`src/rtl/pipe_hazard_ctrl_if.sv`:
```
// -----------------------------------------------------------------------------
// pipe_hazard_ctrl_if
// Groups the decoded ID fields and the EX/MEM status bits that feed the hazard
// controller, together with the pipeline control signals it returns.
//
// Signals
//   id_valid, id_rs1, id_rs2, id_rd      ID instruction fields
//   id_use_rs1, id_use_rs2               ID instruction reads rs1 / rs2
//   id_regwen, id_is_load                ID instruction writes rd / is a load
//   ex_redirect                          taken branch or jump resolved in EX
//   mem_access, dmem_ready               MEM holds LW/SW, memory completes
//   pc_en, ifid_en, exmem_en             register enables back to datapath
//   ifid_flush, idex_flush               bubble insertion
//   fwd_a, fwd_b                         operand forwarding selects
//   stall                                load-use stall indicator
//
// Modports
//   master : datapath / decoder side (drives ID fields and status)
//   slave  : hazard controller side
// -----------------------------------------------------------------------------
interface pipe_hazard_ctrl_if;
    logic       id_valid;
    logic [4:0] id_rs1;
    logic [4:0] id_rs2;
    logic [4:0] id_rd;
    logic       id_use_rs1;
    logic       id_use_rs2;
    logic       id_regwen;
    logic       id_is_load;
    logic       ex_redirect;
    logic       mem_access;
    logic       dmem_ready;

    logic       pc_en;
    logic       ifid_en;
    logic       ifid_flush;
    logic       idex_flush;
    logic       exmem_en;
    logic [1:0] fwd_a;
    logic [1:0] fwd_b;
    logic       stall;

    modport master (
        output id_valid, id_rs1, id_rs2, id_rd,
        output id_use_rs1, id_use_rs2, id_regwen, id_is_load,
        output ex_redirect, mem_access, dmem_ready,
        input  pc_en, ifid_en, ifid_flush, idex_flush, exmem_en,
        input  fwd_a, fwd_b, stall
    );

    modport slave (
        input  id_valid, id_rs1, id_rs2, id_rd,
        input  id_use_rs1, id_use_rs2, id_regwen, id_is_load,
        input  ex_redirect, mem_access, dmem_ready,
        output pc_en, ifid_en, ifid_flush, idex_flush, exmem_en,
        output fwd_a, fwd_b, stall
    );
endinterface

```
`src/rtl/pipe_hazard_ctrl.sv`:
```
// -----------------------------------------------------------------------------
// pipe_hazard_ctrl
// Central hazard controller for the 5-stage RV32 pipeline. Tracks destination
// registers in flight and derives forwarding selects, the load-use stall, the
// redirect flush and the data-memory wait freeze.
//
//   state    | meaning
//   ---------+-----------------------------------------------------------
//   RUN      | normal issue
//   LDSTALL  | cycle after a load-use stall (the load has moved to MEM)
//   MEMWAIT  | data memory access outstanding, whole pipe frozen
//
// Ports
//   clk             core clock
//   rst             synchronous reset, active-high
//   hz              pipe_hazard_ctrl_if.slave (ID fields, status, controls)
//   perf_stall_cnt  load-use + memory-wait cycle count
//   perf_flush_cnt  accepted redirect count
//
// Optional build macro
//   PIPE_PERF_EN    enables the two performance counters; when undefined the
//                   counter ports are tied to zero and no counter flops exist.
// -----------------------------------------------------------------------------
module pipe_hazard_ctrl #(
    parameter int CNT_W       = 32,
    parameter int FLUSH_DEPTH = 2
) (
    input  logic              clk,
    input  logic              rst,
    pipe_hazard_ctrl_if.slave hz,
    output logic [CNT_W-1:0]  perf_stall_cnt,
    output logic [CNT_W-1:0]  perf_flush_cnt
);

    typedef enum logic [1:0] {
        ST_RUN     = 2'd0,
        ST_LDSTALL = 2'd1,
        ST_MEMWAIT = 2'd2
    } state_t;

    state_t state;
    state_t state_nx;

    // Scoreboard slots. The WB stage is not held here: its writer reaches ID
    // through the regfile's write-first port, so no decision ever reads it.
    logic       ex_v;
    logic [4:0] ex_rd;
    logic       ex_wen;
    logic       ex_ld;
    logic       mem_v;
    logic [4:0] mem_rd;
    logic       mem_wen;

    logic       ex_match_a;
    logic       ex_match_b;
    logic       mem_match_a;
    logic       mem_match_b;
    logic [1:0] fwd_a_c;
    logic [1:0] fwd_b_c;
    logic       load_use;
    logic       mem_wait;

    logic       pc_en_c;
    logic       ifid_en_c;
    logic       ifid_flush_c;
    logic       idex_flush_c;
    logic       exmem_en_c;
    logic       stall_c;
    logic       ex_take;

    // Register x0 and non-writing slots can never be a producer.
    always_comb begin
        ex_match_a  = hz.id_use_rs1 && (hz.id_rs1 != 5'd0) && ex_v  && ex_wen  && (ex_rd  == hz.id_rs1);
        ex_match_b  = hz.id_use_rs2 && (hz.id_rs2 != 5'd0) && ex_v  && ex_wen  && (ex_rd  == hz.id_rs2);
        mem_match_a = hz.id_use_rs1 && (hz.id_rs1 != 5'd0) && mem_v && mem_wen && (mem_rd == hz.id_rs1);
        mem_match_b = hz.id_use_rs2 && (hz.id_rs2 != 5'd0) && mem_v && mem_wen && (mem_rd == hz.id_rs2);

        // A load in EX has no ALU result yet, so it falls through to MEM.
        if (ex_match_a && !ex_ld)
            fwd_a_c = 2'b10;
        else if (mem_match_a)
            fwd_a_c = 2'b11;
        else
            fwd_a_c = 2'b00;

        if (ex_match_b && !ex_ld)
            fwd_b_c = 2'b10;
        else if (mem_match_b)
            fwd_b_c = 2'b11;
        else
            fwd_b_c = 2'b00;

        load_use = hz.id_valid && ex_ld && (ex_match_a || ex_match_b);
        mem_wait = hz.mem_access && !hz.dmem_ready;
    end

    always_ff @(posedge clk) begin
        if (rst)
            state <= ST_RUN;
        else
            state <= state_nx;
    end

    // Priority: reset > memory wait > redirect > load-use > normal.
    always_comb begin
        state_nx     = ST_RUN;
        pc_en_c      = 1'b1;
        ifid_en_c    = 1'b1;
        ifid_flush_c = 1'b0;
        idex_flush_c = 1'b0;
        exmem_en_c   = 1'b1;
        stall_c      = 1'b0;

        if (rst) begin
            state_nx = ST_RUN;
        end else if (mem_wait) begin
            // Redirect stays pending here; EX is frozen and keeps asserting it.
            pc_en_c    = 1'b0;
            ifid_en_c  = 1'b0;
            exmem_en_c = 1'b0;
            state_nx   = ST_MEMWAIT;
        end else if (hz.ex_redirect) begin
            // Squashing the consumer also cancels any load-use stall.
            ifid_flush_c = (FLUSH_DEPTH >= 1);
            idex_flush_c = (FLUSH_DEPTH >= 2);
        end else if (load_use && (state != ST_LDSTALL)) begin
            // The bubble just issued moves the load to MEM, so a second
            // consecutive stall can never be required.
            pc_en_c      = 1'b0;
            ifid_en_c    = 1'b0;
            idex_flush_c = 1'b1;
            stall_c      = 1'b1;
            state_nx     = ST_LDSTALL;
        end
    end

    assign ex_take = hz.id_valid && !stall_c && !hz.ex_redirect;

    always_ff @(posedge clk) begin
        if (rst) begin
            ex_v    <= 1'b0;
            ex_rd   <= 5'd0;
            ex_wen  <= 1'b0;
            ex_ld   <= 1'b0;
            mem_v   <= 1'b0;
            mem_rd  <= 5'd0;
            mem_wen <= 1'b0;
        end else if (exmem_en_c) begin
            mem_v   <= ex_v;
            mem_rd  <= ex_rd;
            mem_wen <= ex_wen;
            ex_v    <= ex_take;
            ex_rd   <= hz.id_rd;
            ex_wen  <= hz.id_regwen;
            ex_ld   <= hz.id_is_load;
        end
    end

    assign hz.pc_en      = pc_en_c;
    assign hz.ifid_en    = ifid_en_c;
    assign hz.ifid_flush = ifid_flush_c;
    assign hz.idex_flush = idex_flush_c;
    assign hz.exmem_en   = exmem_en_c;
    assign hz.stall      = stall_c;
    assign hz.fwd_a      = rst ? 2'b00 : fwd_a_c;
    assign hz.fwd_b      = rst ? 2'b00 : fwd_b_c;

`ifdef PIPE_PERF_EN
    logic [CNT_W-1:0] stall_cnt;
    logic [CNT_W-1:0] flush_cnt;

    always_ff @(posedge clk) begin
        if (rst) begin
            stall_cnt <= '0;
            flush_cnt <= '0;
        end else begin
            if ((state == ST_LDSTALL) || (state == ST_MEMWAIT))
                stall_cnt <= stall_cnt + CNT_W'(1);
            if (hz.ex_redirect && !mem_wait)
                flush_cnt <= flush_cnt + CNT_W'(1);
        end
    end

    assign perf_stall_cnt = stall_cnt;
    assign perf_flush_cnt = flush_cnt;
`else
    assign perf_stall_cnt = '0;
    assign perf_flush_cnt = '0;
`endif

endmodule

```
`src/flat_wrapper.sv`:
```
// flat-port wrapper written by rule: the top's interface ports become plain ports
module pipe_hazard_ctrl_flat 
#(
    parameter int CNT_W       = 32,
    parameter int FLUSH_DEPTH = 2
)
  (clk, rst, perf_stall_cnt, perf_flush_cnt, hz_id_valid, hz_id_rs1, hz_id_rs2, hz_id_rd, hz_id_use_rs1, hz_id_use_rs2, hz_id_regwen, hz_id_is_load, hz_ex_redirect, hz_mem_access, hz_dmem_ready, hz_pc_en, hz_ifid_en, hz_ifid_flush, hz_idex_flush, hz_exmem_en, hz_fwd_a, hz_fwd_b, hz_stall);
  pipe_hazard_ctrl_if hz_i ();
  input  logic clk;
  input  logic rst;
  output logic [CNT_W-1:0] perf_stall_cnt;
  output logic [CNT_W-1:0] perf_flush_cnt;
  input wire logic [$bits(hz_i.id_valid)-1:0] hz_id_valid;
  input wire logic [$bits(hz_i.id_rs1)-1:0] hz_id_rs1;
  input wire logic [$bits(hz_i.id_rs2)-1:0] hz_id_rs2;
  input wire logic [$bits(hz_i.id_rd)-1:0] hz_id_rd;
  input wire logic [$bits(hz_i.id_use_rs1)-1:0] hz_id_use_rs1;
  input wire logic [$bits(hz_i.id_use_rs2)-1:0] hz_id_use_rs2;
  input wire logic [$bits(hz_i.id_regwen)-1:0] hz_id_regwen;
  input wire logic [$bits(hz_i.id_is_load)-1:0] hz_id_is_load;
  input wire logic [$bits(hz_i.ex_redirect)-1:0] hz_ex_redirect;
  input wire logic [$bits(hz_i.mem_access)-1:0] hz_mem_access;
  input wire logic [$bits(hz_i.dmem_ready)-1:0] hz_dmem_ready;
  output wire logic [$bits(hz_i.pc_en)-1:0] hz_pc_en;
  output wire logic [$bits(hz_i.ifid_en)-1:0] hz_ifid_en;
  output wire logic [$bits(hz_i.ifid_flush)-1:0] hz_ifid_flush;
  output wire logic [$bits(hz_i.idex_flush)-1:0] hz_idex_flush;
  output wire logic [$bits(hz_i.exmem_en)-1:0] hz_exmem_en;
  output wire logic [$bits(hz_i.fwd_a)-1:0] hz_fwd_a;
  output wire logic [$bits(hz_i.fwd_b)-1:0] hz_fwd_b;
  output wire logic [$bits(hz_i.stall)-1:0] hz_stall;
  assign hz_i.id_valid = hz_id_valid;
  assign hz_i.id_rs1 = hz_id_rs1;
  assign hz_i.id_rs2 = hz_id_rs2;
  assign hz_i.id_rd = hz_id_rd;
  assign hz_i.id_use_rs1 = hz_id_use_rs1;
  assign hz_i.id_use_rs2 = hz_id_use_rs2;
  assign hz_i.id_regwen = hz_id_regwen;
  assign hz_i.id_is_load = hz_id_is_load;
  assign hz_i.ex_redirect = hz_ex_redirect;
  assign hz_i.mem_access = hz_mem_access;
  assign hz_i.dmem_ready = hz_dmem_ready;
  assign hz_pc_en = hz_i.pc_en;
  assign hz_ifid_en = hz_i.ifid_en;
  assign hz_ifid_flush = hz_i.ifid_flush;
  assign hz_idex_flush = hz_i.idex_flush;
  assign hz_exmem_en = hz_i.exmem_en;
  assign hz_fwd_a = hz_i.fwd_a;
  assign hz_fwd_b = hz_i.fwd_b;
  assign hz_stall = hz_i.stall;
  pipe_hazard_ctrl #(.CNT_W(CNT_W), .FLUSH_DEPTH(FLUSH_DEPTH)) u_core (.clk(clk), .rst(rst), .hz(hz_i), .perf_stall_cnt(perf_stall_cnt), .perf_flush_cnt(perf_flush_cnt));
endmodule
```
`config.mk`:
```
export PLATFORM = sky130hd
export DESIGN_NAME = pipe_hazard_ctrl_flat
export DESIGN_NICKNAME = d
export VERILOG_FILES = /design/src/rtl/pipe_hazard_ctrl_if.sv /design/src/rtl/pipe_hazard_ctrl.sv /design/src/flat_wrapper.sv
export SDC_FILE = /design/constraint.sdc
export NUM_CORES = 1
export LEC_CHECK = 0
export CORE_MARGIN = 1
export CORE_UTILIZATION = 67
export CTS_CLUSTER_DIAMETER = 80
export DETAILED_ROUTE_END_ITERATION = 10
export DONT_BUFFER_PORTS = 1
export HOLD_SLACK_MARGIN = 0.1
export PLACE_DENSITY_LB_ADDON = 0.1
export SETUP_SLACK_MARGIN = 0.05
export SYNTH_ARGS = -nofsm -noshare
export SYNTH_HDL_FRONTEND = slang
export SYNTH_SLANG_ARGS = --single-unit
export TNS_END_PERCENT = 1
```
`constraint.sdc`:
```
create_clock -name clk -period 3.7 [get_ports clk]
set_input_delay 0.74 -clock clk [delete_from_list [all_inputs] [get_ports clk]]
set_output_delay 0.74 -clock clk [all_outputs]
set_load 0.02 [all_outputs]
```
==> impl_metrics.ini <==
[outcome]
status = finished, final reports clean

[detailed_routing]
vias = 866
ant_nets = 0
drt_iter0_markers = 9
wirelength_mm = 2.130
remaining_drc_errors = 0
detail_route.vias_per_cell = 4.582
drt-pass1-iter-count = 2
routedWlPerCell_um = 11.27

[final_layout]
diodes = 0
postLayoutCoreUtil_pct = 62.31
area_growth_syn_to_layout_pct = -12.53
finalNetCount = 188
drive_gt1_share_pct = 9.259

[floorplan]
rows = 16
start_util_pct = 71.24
die_height_um = 47.67
dieArea_mm2 = 0.002272
ios = 99
coreArea_mm2 = 0.001962
dieWidth_um = 47.67

[clocking]
htreeDepth = 1
clockBufferDepth = 2
cts_root_buffer = clkbuf_4
cts_setup_buffers = 0
path_clk_slew_ns = 0.09
cts_tree = built
ctsResizeCount = 0
cts.sinks = 17
numCtsBuffers = 3
clk_latency_ns = 0.29
cts_hold_buf = 0

[yosys]
ys_types = 28
synth.top_cell.area_share_pct = 34.91
synth_ff_type = dfxtp_1
synth_edf_count = 0
synthArstFlopShare_pct = 0
yosysSeqAreaShare_pct = 24.35
synth_area_leaders = buf_4 (35%), dfxtp_1 (24%), xnor2_1 (10%)
syn_inst = 159
syn_area_per_cell_um2 = 8.790
synth_top_area_cell = buf_4
ys_warn_count = 0
syn_area_mm2 = 0.001398
synth-seq-cells = 17

[timing]
worst_clock_skew_ns = 0.003965
fmax_mhz = 349.9
slew_viol_final = 0
setup_tns_ns = 0
finalCritPeriodShare_pct = 77.24
final.min_clock_period_ns = 2.858
relSlewSlack_pct = 51.05
setup_viol = 0
worst_pin_slew_ns = 0.7311
rsz0062_at_grt = false
finalHoldViolCount = 0

[setup_path]
endpoint_kind = output pin
critPathArrivalTime_ns = 2.12
worstSetupStartpointType = input port
crit_fanout = 5
rrSetupSlack_ns = 1.69
critPathKind = input port to output pin
required_ns = 2.96

[pwr]
ir_worst_vdd_mv = 0.2336
power.total_w = 0.0004048
p_per_area_mw_per_mm2 = 331.2
p_leak_nw = 0.5511

[grt]
antenna_found_initial = 0
overflow = 0
grtUsageTotal_pct = 20.39
first_global_vias = 700
grt_pass1_wl_mm = 3.118
grt_max_degree = 18

[worst_hold_path]
hold_class = flop to flop

[place]
place.gp.congestion = 0.7906
dp_hpwl_mm = 1.762
portBuffers = 0

[run]
max_cap_violations = 0
## sequential cells by signal, indices dropped and copies added, names as in the netlist
name            cells
u_core.ex_wen       1
u_core.mem_rd       5
u_core.state        2
u_core.ex_v         1
u_core.mem_v        1
u_core.ex_rd        5
u_core.ex_ld        1
u_core.mem_wen      1
## final cells by class
cell class / instances / area [µm²]
fill: 200 / 739.5
clock inverter: 1 / 5.005
sequential: 17 / 340.3
multi-input combinational: 134 / 783.3
inverter: 4 / 15.01
clock buffer: 3 / 22.52
tap: 27 / 33.78
timing repair buffer: 3 / 22.52
## worst max-delay path, stage by stage
cell and delay (ns):
xnor2_1 0.12, nand4_1 0.14, or4_4 0.59, a21oi_1 0.21, a21oi_1 0.09, buf_4 0.22
## worst paths after layout
kind | start | end | cells past startpoint
worst min-delay path | u_core.mem_v | u_core.mem_v | 1
worst max-delay path | hz_id_rs1[1] | hz_pc_en | 6
worst max register to register | u_core.ex_rd[3] | u_core.ex_v | 5
worst min register to register | u_core.mem_v | u_core.mem_v | 1
## power by group
| group | internal [W] | switching (W) | total [W] |
|---|---|---|---|
| combinational | 0.0000263 | 0.0000793 | 0.000106 |
| clock | 0.0000401 | 0.0000562 | 0.0000964 |
| sequential | 0.000192 | 0.0000105 | 0.000203 |
| total | 0.000259 | 0.000146 | 0.000405 |
## placed cells by master, fill, tap and decap left out
master and n:
nor2_1 4, a22o_2 1, a2111oi_4 1, o21ai_1 3
o21bai_1 1, or4_4 2, a2111oi_1 1, nand4_1 3
conb_1 64, o211ai_1 1, or4_1 3, and2_1 1
and3_1 1, xnor2_1 16, nand2_1 5, o21a_1 2
a22o_1 13, xor2_1 4, clkbuf_4 3, nor4_1 1
dfxtp_1 17, a21oi_1 4, clkinv_2 1, buf_4 3
inv_2 1, nor3b_2 1, inv_1 3, nor2_2 1
or2_2 1
## cell usage after synthesis (3+ instances only)
cell     instances
buf_4           65
dfxtp_1         17
xnor2_1         16
a22o_1          13
nand2_1          5
a21oi_1          4
nor2_1           4
xor2_1           4
inv_1            3
nand4_1          3
o21ai_1          3
or4_1            3
## routing by layer
metal	wire [µm]	GRT usage [%]	share of wire [%]	vias up
met2	1009	31.51	47	49
met3	207	10.57	9.7	2
li1	-	-	-	414
met4	17	3.333	0.80	0
met5	0	0	0	-
met1	895	25.98	42	401
## cells by family after synthesis
kind of cell	count (synthesis)	share of synthesized area [%]
buffers and inverters	71	36.53
AOI/OAI and AO/OA	27	16.20
and+or+nand+nor	23	10.12
xor gates and xnor gates	20	12.53
DFF	17	24.35
other	1	0.2683
## stage by stage
step	instances	instance area [µm²]	hold slack (ns)	setup WS, ns
after global placement	185	1195	0.4632	0.8750
after detailed placement	185	1195	0.4647	0.8510
after global routing	189	1222	0.5012	0.7287
final	189	1222	0.4916	0.8422
after floorplan	222	1634	0.4492	0.6734
after CTS	189	1222	0.4947	0.8479
Power figures use the tool's default switching activity.
